$ cat src/rtl/udp_rx_mp.sv
// Multi-port GMII UDP receiver: strips preamble/Ethernet/IPv4/UDP headers and streams payload per channel.
// Optional IPv4 header checksum verification when UDP_RX_MP_IP_CSUM_EN is defined.
module udp_rx_mp #(
   parameter logic [47:0] BOARD_MAC    = 48'h00_11_22_33_44_55,
   parameter logic [31:0] BOARD_IP     = {8'd192, 8'd168, 8'd0, 8'd2},
   parameter int          NUM_PORTS    = 4,
   parameter logic [15:0] PORT_BASE    = 16'd1234,
   parameter bit          ACCEPT_BCAST = 1'b1
) (
   input  logic        clk,
   input  logic        rst,
   input  logic        gmii_rx_dv,
   input  logic [7:0]  gmii_rxd,
   output logic [7:0]  rec_data,
   output logic        rec_en,
   output logic        rec_sop,
   output logic        rec_eop,
   output logic [1:0]  rec_chan,
   output logic [15:0] rec_byte_num,
   output logic        rec_pkt_done,
   output logic        rec_pkt_err,
   output logic [47:0] src_mac,
   output logic [31:0] src_ip,
   output logic [15:0] src_port,
   output logic [15:0] drop_cnt
);

   typedef enum logic [2:0] {
      IDLE, PREAMBLE, ETH_HDR, IP_HDR, UDP_HDR, RX_DATA, RX_END
   } state_t;

   state_t      state, state_next;
   logic [15:0] cnt;
   logic [39:0] sh;
   logic        hdr_bad;
   logic [3:0]  ihl;
   logic [15:0] ip_len, udp_len, dport, sport, pay_len;
   logic [47:0] mac_tmp;
   logic [31:0] ip_tmp;

   logic [15:0] word16, hdr_len, port_off;
   logic [31:0] word32;
   logic [47:0] word48;
   logic        ip_last, bad_now, drop_inc, port_ok, len_ok, csum_bad;

   assign word16   = {sh[7:0], gmii_rxd};
   assign word32   = {sh[23:0], gmii_rxd};
   assign word48   = {sh[39:0], gmii_rxd};
   assign hdr_len  = {10'd0, ihl, 2'b00};
   assign ip_last  = (cnt == hdr_len - 16'd1);
   assign port_off = dport - PORT_BASE;
   assign port_ok  = (port_off < 16'(NUM_PORTS));
   assign len_ok   = (udp_len >= 16'd8) && (udp_len <= ip_len - hdr_len);

`ifdef UDP_RX_MP_IP_CSUM_EN
   logic [15:0] csum, csum_next;
   logic [16:0] csum_sum;

   // End-around carry folded on every 16-bit word as it completes
   always_comb begin
      csum_sum  = {1'b0, csum} + {1'b0, word16};
      csum_next = csum_sum[15:0] + {15'd0, csum_sum[16]};
   end

   always_ff @(posedge clk) begin
      if (state != IP_HDR)
         csum <= '0;
      else if (gmii_rx_dv && cnt[0])
         csum <= csum_next;
   end

   assign csum_bad = (csum_next != 16'hFFFF);
`else
   assign csum_bad = 1'b0;
`endif

   always_comb begin
      state_next = state;
      bad_now    = 1'b0;
      drop_inc   = 1'b0;
      if (!gmii_rx_dv && state != IDLE && state != RX_END) begin
         state_next = IDLE;
         drop_inc   = 1'b1;
      end else begin
         case (state)
            IDLE: begin
               if (gmii_rx_dv && gmii_rxd == 8'h55)
                  state_next = PREAMBLE;
            end
            PREAMBLE: begin
               bad_now = (cnt < 16'd6) ? (gmii_rxd != 8'h55) : (gmii_rxd != 8'hD5);
               if (bad_now) begin
                  state_next = RX_END;
                  drop_inc   = 1'b1;
               end else if (cnt == 16'd6) begin
                  state_next = ETH_HDR;
               end
            end
            ETH_HDR: begin
               if (cnt == 16'd5)
                  bad_now = !((word48 == BOARD_MAC) ||
                              (ACCEPT_BCAST && word48 == 48'hFFFF_FFFF_FFFF));
               if (cnt == 16'd13) begin
                  bad_now = (word16 != 16'h0800);
                  if (hdr_bad || bad_now) begin
                     state_next = RX_END;
                     drop_inc   = 1'b1;
                  end else begin
                     state_next = IP_HDR;
                  end
               end
            end
            IP_HDR: begin
               case (cnt)
                  16'd0:   bad_now = (gmii_rxd[7:4] != 4'd4) || (gmii_rxd[3:0] < 4'd5);
                  16'd7:   bad_now = ((word16 & 16'h3FFF) != 16'd0);
                  16'd9:   bad_now = (gmii_rxd != 8'd17);
                  16'd19:  bad_now = (word32 != BOARD_IP);
                  default: bad_now = 1'b0;
               endcase
               // A bad IHL leaves no header length to wait for, so drop at once
               if (cnt == 16'd0) begin
                  if (bad_now) begin
                     state_next = RX_END;
                     drop_inc   = 1'b1;
                  end
               end else if (ip_last) begin
                  if (hdr_bad || bad_now || csum_bad) begin
                     state_next = RX_END;
                     drop_inc   = 1'b1;
                  end else begin
                     state_next = UDP_HDR;
                  end
               end
            end
            UDP_HDR: begin
               if (cnt == 16'd7) begin
                  if (!port_ok || !len_ok) begin
                     state_next = RX_END;
                     drop_inc   = 1'b1;
                  end else if (udp_len == 16'd8) begin
                     state_next = RX_END;
                  end else begin
                     state_next = RX_DATA;
                  end
               end
            end
            RX_DATA: begin
               if (cnt == pay_len - 16'd1)
                  state_next = RX_END;
            end
            RX_END: begin
               if (!gmii_rx_dv)
                  state_next = IDLE;
            end
            default: state_next = IDLE;
         endcase
      end
   end

   always_ff @(posedge clk or posedge rst) begin
      if (rst) begin
         state        <= IDLE;
         cnt          <= '0;
         hdr_bad      <= 1'b0;
         rec_data     <= '0;
         rec_en       <= 1'b0;
         rec_sop      <= 1'b0;
         rec_eop      <= 1'b0;
         rec_chan     <= '0;
         rec_byte_num <= '0;
         rec_pkt_done <= 1'b0;
         rec_pkt_err  <= 1'b0;
         src_mac      <= '0;
         src_ip       <= '0;
         src_port     <= '0;
         drop_cnt     <= '0;
      end else begin
         state        <= state_next;
         cnt          <= (state_next != state) ? 16'd0 : cnt + 16'(gmii_rx_dv);
         hdr_bad      <= (state_next != state) ? 1'b0 : (hdr_bad | bad_now);
         rec_en       <= 1'b0;
         rec_sop      <= 1'b0;
         rec_eop      <= 1'b0;
         rec_pkt_done <= 1'b0;
         rec_pkt_err  <= 1'b0;
         if (drop_inc && drop_cnt != 16'hFFFF)
            drop_cnt <= drop_cnt + 16'd1;
         if (state == UDP_HDR && cnt == 16'd7 && gmii_rx_dv && !drop_inc) begin
            rec_chan <= port_off[1:0];
            if (state_next == RX_END) begin
               rec_pkt_done <= 1'b1;
               rec_byte_num <= 16'd0;
               src_mac      <= mac_tmp;
               src_ip       <= ip_tmp;
               src_port     <= sport;
            end
         end
         if (state == RX_DATA) begin
            if (gmii_rx_dv) begin
               rec_en   <= 1'b1;
               rec_data <= gmii_rxd;
               if (cnt == 16'd0) begin
                  rec_sop  <= 1'b1;
                  src_mac  <= mac_tmp;
                  src_ip   <= ip_tmp;
                  src_port <= sport;
               end
               if (state_next == RX_END) begin
                  rec_eop      <= 1'b1;
                  rec_pkt_done <= 1'b1;
                  rec_byte_num <= pay_len;
               end
            end else begin
               rec_pkt_err <= 1'b1;
            end
         end
      end
   end

   // Header field capture; values are only consumed after being written in the same frame
   always_ff @(posedge clk) begin
      if (gmii_rx_dv) begin
         sh <= {sh[31:0], gmii_rxd};
         case (state)
            ETH_HDR: begin
               if (cnt == 16'd11) mac_tmp <= word48;
            end
            IP_HDR: begin
               if (cnt == 16'd0)  ihl    <= gmii_rxd[3:0];
               if (cnt == 16'd3)  ip_len <= word16;
               if (cnt == 16'd15) ip_tmp <= word32;
            end
            UDP_HDR: begin
               if (cnt == 16'd1) sport   <= word16;
               if (cnt == 16'd3) dport   <= word16;
               if (cnt == 16'd5) udp_len <= word16;
               if (cnt == 16'd7) pay_len <= udp_len - 16'd8;
            end
            default: ;
         endcase
      end
   end

endmodule

$ cat config.mk
export PLATFORM = sky130hd
export DESIGN_NAME = udp_rx_mp
export DESIGN_NICKNAME = d
export VERILOG_FILES = /design/src/rtl/udp_rx_mp.sv
export SDC_FILE = /design/constraint.sdc
export NUM_CORES = 1
export LEC_CHECK = 0
export BUFFER_PORTS_ARGS = -buffer_cell sky130_fd_sc_hd__buf_2
export CORE_ASPECT_RATIO = 2
export CORE_MARGIN = 2
export CORE_UTILIZATION = 53
export DETAILED_ROUTE_END_ITERATION = 12
export HOLD_SLACK_MARGIN = 0.02
export PLACE_DENSITY_LB_ADDON = 0.05
export RECOVER_POWER = 50
export SLEW_MARGIN = 20
export SYNTH_ARGS = -nofsm -noshare
export SYNTH_HDL_FRONTEND = slang
export SYNTH_SLANG_ARGS = --single-unit
$ cat constraint.sdc
create_clock -name clk -period 5.8 [get_ports clk]
set_input_delay 0.58 -clock clk [delete_from_list [all_inputs] [get_ports clk]]
set_output_delay 0.58 -clock clk [all_outputs]
set_load 0.1 [all_outputs]
==> results by group <==
STA
  • # setup viols final: 0
  • Min Tclk post-route: 4970 ps
  • Period Utilization, post-route: 0.856
  • Fin. Hold Viols: 0
  • Worst slew pin tran: approximately 3700 ps
  • RSZ-0062 raised after global routing: false
  • TNS Setup: 0 ps
  • Worst clock skew: about 22 ps
  • Max-slew violations: 205
  • Normalized max-slew margin: -1.51
  • FMAX: ~200 MHz

Detailed routing
  • Drt pass-1 iters: 6
  • Final wirelength: approximately 38000 um
  • DR vias: between 9000 and 10000
  • Post-route DRC: 0
  • Post-DRT Antenna Nets: 0
  • Iter 0 DRT Violations: 639
  • Vias/cell: 5.86
  • DR WL/cell: roughly 23 um

Die
  • Core area: 0.0290 mm2
  • Starting Density: 0.538
  • # rows: 88
  • Total die area: approximately 0.031 mm2
  • Num ports: 154
  • Die width: about 130 um
  • Die Height: 247 um

Pwr
  • Total power: 0.00562 W
  • Leak: between 7 and 8 nW
  • Pwr/cell area: 316 mW/mm2
  • Sequential power share: 0.523
  • Int Pwr: just over 0.004 W
  • Clock power frac: 0.379
  • Sw Pwr: 0.00150 W
  • Comb pwr share: 0.098
  • Sw frac: 0.267
  • Worst IR Drop VDD: ~0.00029 V

Global routing
  • Initial antenna violation count: 0
  • Largest net degree at the start of global routing: 97
  • Vias in the first global route: 10300
  • Tot GR Track Use: 0.248
  • GRT overflow: 0
  • First-pass GRT wire length: 58900 um

Clock network
  • Post-CTS sizing: 0
  • Clock Path Buffers: 3
  • Post-CTS setup buffer count: 0
  • H-tree lvl count: 1
  • Clock root buffer: clkbuf_16
  • Hold buffer count at CTS: 0
  • Clock-pin slew on the worst setup and hold paths: 70 ps
  • CTS tree: done
  • Latest clock arrival within the worst-skew pair: 570 ps
  • Clock Sinks: 367
  • CTS Buf Count: 31

Final layout
  • Commonest non-fill, non-tap cells in the layout: edfxtp_1, dfrtp_1, buf_2, nand2_1, mux2_2
  • Layout cells sized above 1: 0.228
  • Fin nets: ~1300
  • Area grow syn2layout: 14.0%
  • N_diodes: 0
  • Most common cell after layout, fill and taps aside: edfxtp_1
  • Design Area, Final: 0.0178 mm2

Worst setup path
  • Setup crit start: ihl[1]$_DFFE_PP_
  • Reg2Reg Depth: 20
  • Required @ worst endpoint: 6260 ps
  • Worst Setup EP: src_ip[31]$_DFF_PP0_
  • Worst r2r dst: src_ip[31]$_DFF_PP0_
  • CP max FO: between 90 and 100
  • CP Class: reg -> reg
  • R2R setup slack: 830 ps
  • Startpoint types: register
  • Arr. time, crit path: 5420 ps
  • Crit. End Element: register
  • Reg2Reg Launch Point: ihl[1]$_DFFE_PP_

Status
  • Result of the run: finished with violations
  • Violated checks: max-capacitance violations, max-slew violations

Yosys
  • Synthesized instance count: 1132
  • Post-synth ARST share: 0.444
  • Syn nets: 1171
  • Warnings, synthesis: 0
  • Sequential fraction of the synthesis area: 0.655
  • Synth Flop Type: edfxtp_1
  • Average size of a mapped cell: 13.8 um2
  • Number of synthesized flops with an enable pin: 204
  • Synth unique cells: 73
  • Flops & latches, synth: about 370
  • Cell Area, Synth: 0.0156 mm2

Place
  • HPWL after detailed placement: 26700 um
  • Routability Congestion: 0.921
  • Port bufs: ~150
  • Placed Area: roughly 0.017 mm2

Min path
  • Worst min path class: reg -> reg

Job
  • Max-cap viol count: 4
[registers in the layout, indices dropped and copies added, names as in the netlist, 16 cells and up]
signal        flops
rec_byte_num     16
ip_len           16
mac_tmp          48
udp_len          16
drop_cnt         16
pay_len          16
src_mac          48
src_port         16
src_ip           32
ip_tmp           32
cnt              16
dport            16
sh               40
sport            16
[cells in the mapped netlist (5+ instances only)]
cell / number / share of area
nand4_1: 32 / 0.013
nor3_1: 50 / 0.016
or2_2: 5 / 0.0020
clkbuf_1: 20 / 0.0048
mux2_4: 40 / 0.039
xor2_1: 47 / 0.026
dfrtp_1: 163 / 0.26
nor2_1: 53 / 0.013
nand2_1: 88 / 0.021
and3_1: 10 / 0.0040
edfxtp_1: 204 / 0.39
nand3_1: 33 / 0.011
a21oi_1: 19 / 0.0061
nor2b_1: 9 / 0.0036
or3_1: 6 / 0.0024
ha_1: 27 / 0.022
nor3b_1: 9 / 0.0043
nor4_1: 30 / 0.012
o211ai_1: 6 / 0.0029
nand2b_1: 11 / 0.0044
nand3b_1: 5 / 0.0024
inv_1: 45 / 0.011
o21ai_0: 29 / 0.0093
buf_2: 13 / 0.0042
mux2_2: 58 / 0.042
xnor2_1: 33 / 0.019
[metal layers]
layer / vias up / track usage / wire length, um / share of wire
met5: - / 0 / 0 / 0
met4: 0 / 0.122 / 1800 / 0.047
met3: 97 / 0.0404 / 1600 / 0.042
met2: 289 / 0.466 / 21000 / 0.55
met1: 4978 / 0.268 / 13800 / 0.36
li1: 4499 / - / - / -
[worst min-delay path by stage]
stage | from | endpoint | slack (ps) | cells after the start
after floorplan | dport[0]$_DFFE_PP_ | rec_chan[0]$_DFFE_PP0N_ | 420 | 2
after global placement | rec_data[7]$_DFFE_PP0P_ | rec_data[7]$_DFFE_PP0P_ | 450 | 2
after detailed placement | rec_data[1]$_DFFE_PP0P_ | rec_data[1]$_DFFE_PP0P_ | 460 | 2
after CTS | rst | drop_cnt[9]$_DFFE_PP0P_ | 160 | 2
after global routing | mac_tmp[18]$_DFFE_PP_ | src_mac[18]$_DFF_PP0_ | 490 | 1
final | mac_tmp[18]$_DFFE_PP_ | src_mac[18]$_DFF_PP0_ | 470 | 1
[critical path: stages, from the launching register on]
cell,delay [ps]
edfxtp_1,450
inv_1,110
ha_1,230
nor2b_1,120
o21ai_0,180
nand2b_1,110
nand2_1,120
nand3_1,150
nor3_1,220
xnor2_1,120
ha_1,310
nand4_1,120
nor3_1,310
nand2_1,110
o311ai_0,130
and3_1,340
a21boi_0,140
or3_1,430
a21oi_4,180
buf_12,440
mux2_2,410
[power by group through the flow]
stage	Sequential, W	Clock [W]	Combinational [W]
after floorplan	0.00313	0	0.000234
after global placement	0.00299	0	0.000551
after detailed placement	0.00299	0	0.000556
after CTS	0.00294	0.00219	0.000558
after global routing	0.00295	0.00228	0.000588
final	0.00294	0.00213	0.000551
[per-stage QoR]
step	std cells	hold WS, ps	util	setup slack, ps
2_1_floorplan	1132	422	-	815
3_3_place_gp	1625	455	0.580	977
3_5_place_dp	1625	458	0.580	903
4_1_cts	1682	162	0.616	873
5_1_grt	1682	490	0.614	328
6_report	1682	472	0.614	834
[final cells by class]
cell class / count / area, um2
clock buffer: 37 / 828
clock inverter: 20 / 214
fill: 2336 / 11200
inverter: 46 / 174
multi-input combinational: 679 / 5050
sequential: 367 / 10200
tap: 360 / 450
timing repair buffer: 173 / 853
[cells by family after synthesis]
| kind of cell | synth area share |
|---|---|
| and+or+nand+nor | 0.125 |
| DFF | 0.655 |
| AOI/OAI and AO/OA | 0.0453 |
| muxes | 0.0817 |
| buffers and inverters | 0.0254 |
| xor gates and xnor gates | 0.0449 |
| adders and majority gates | 0.0230 |
(Power assumes the default switching activity.)
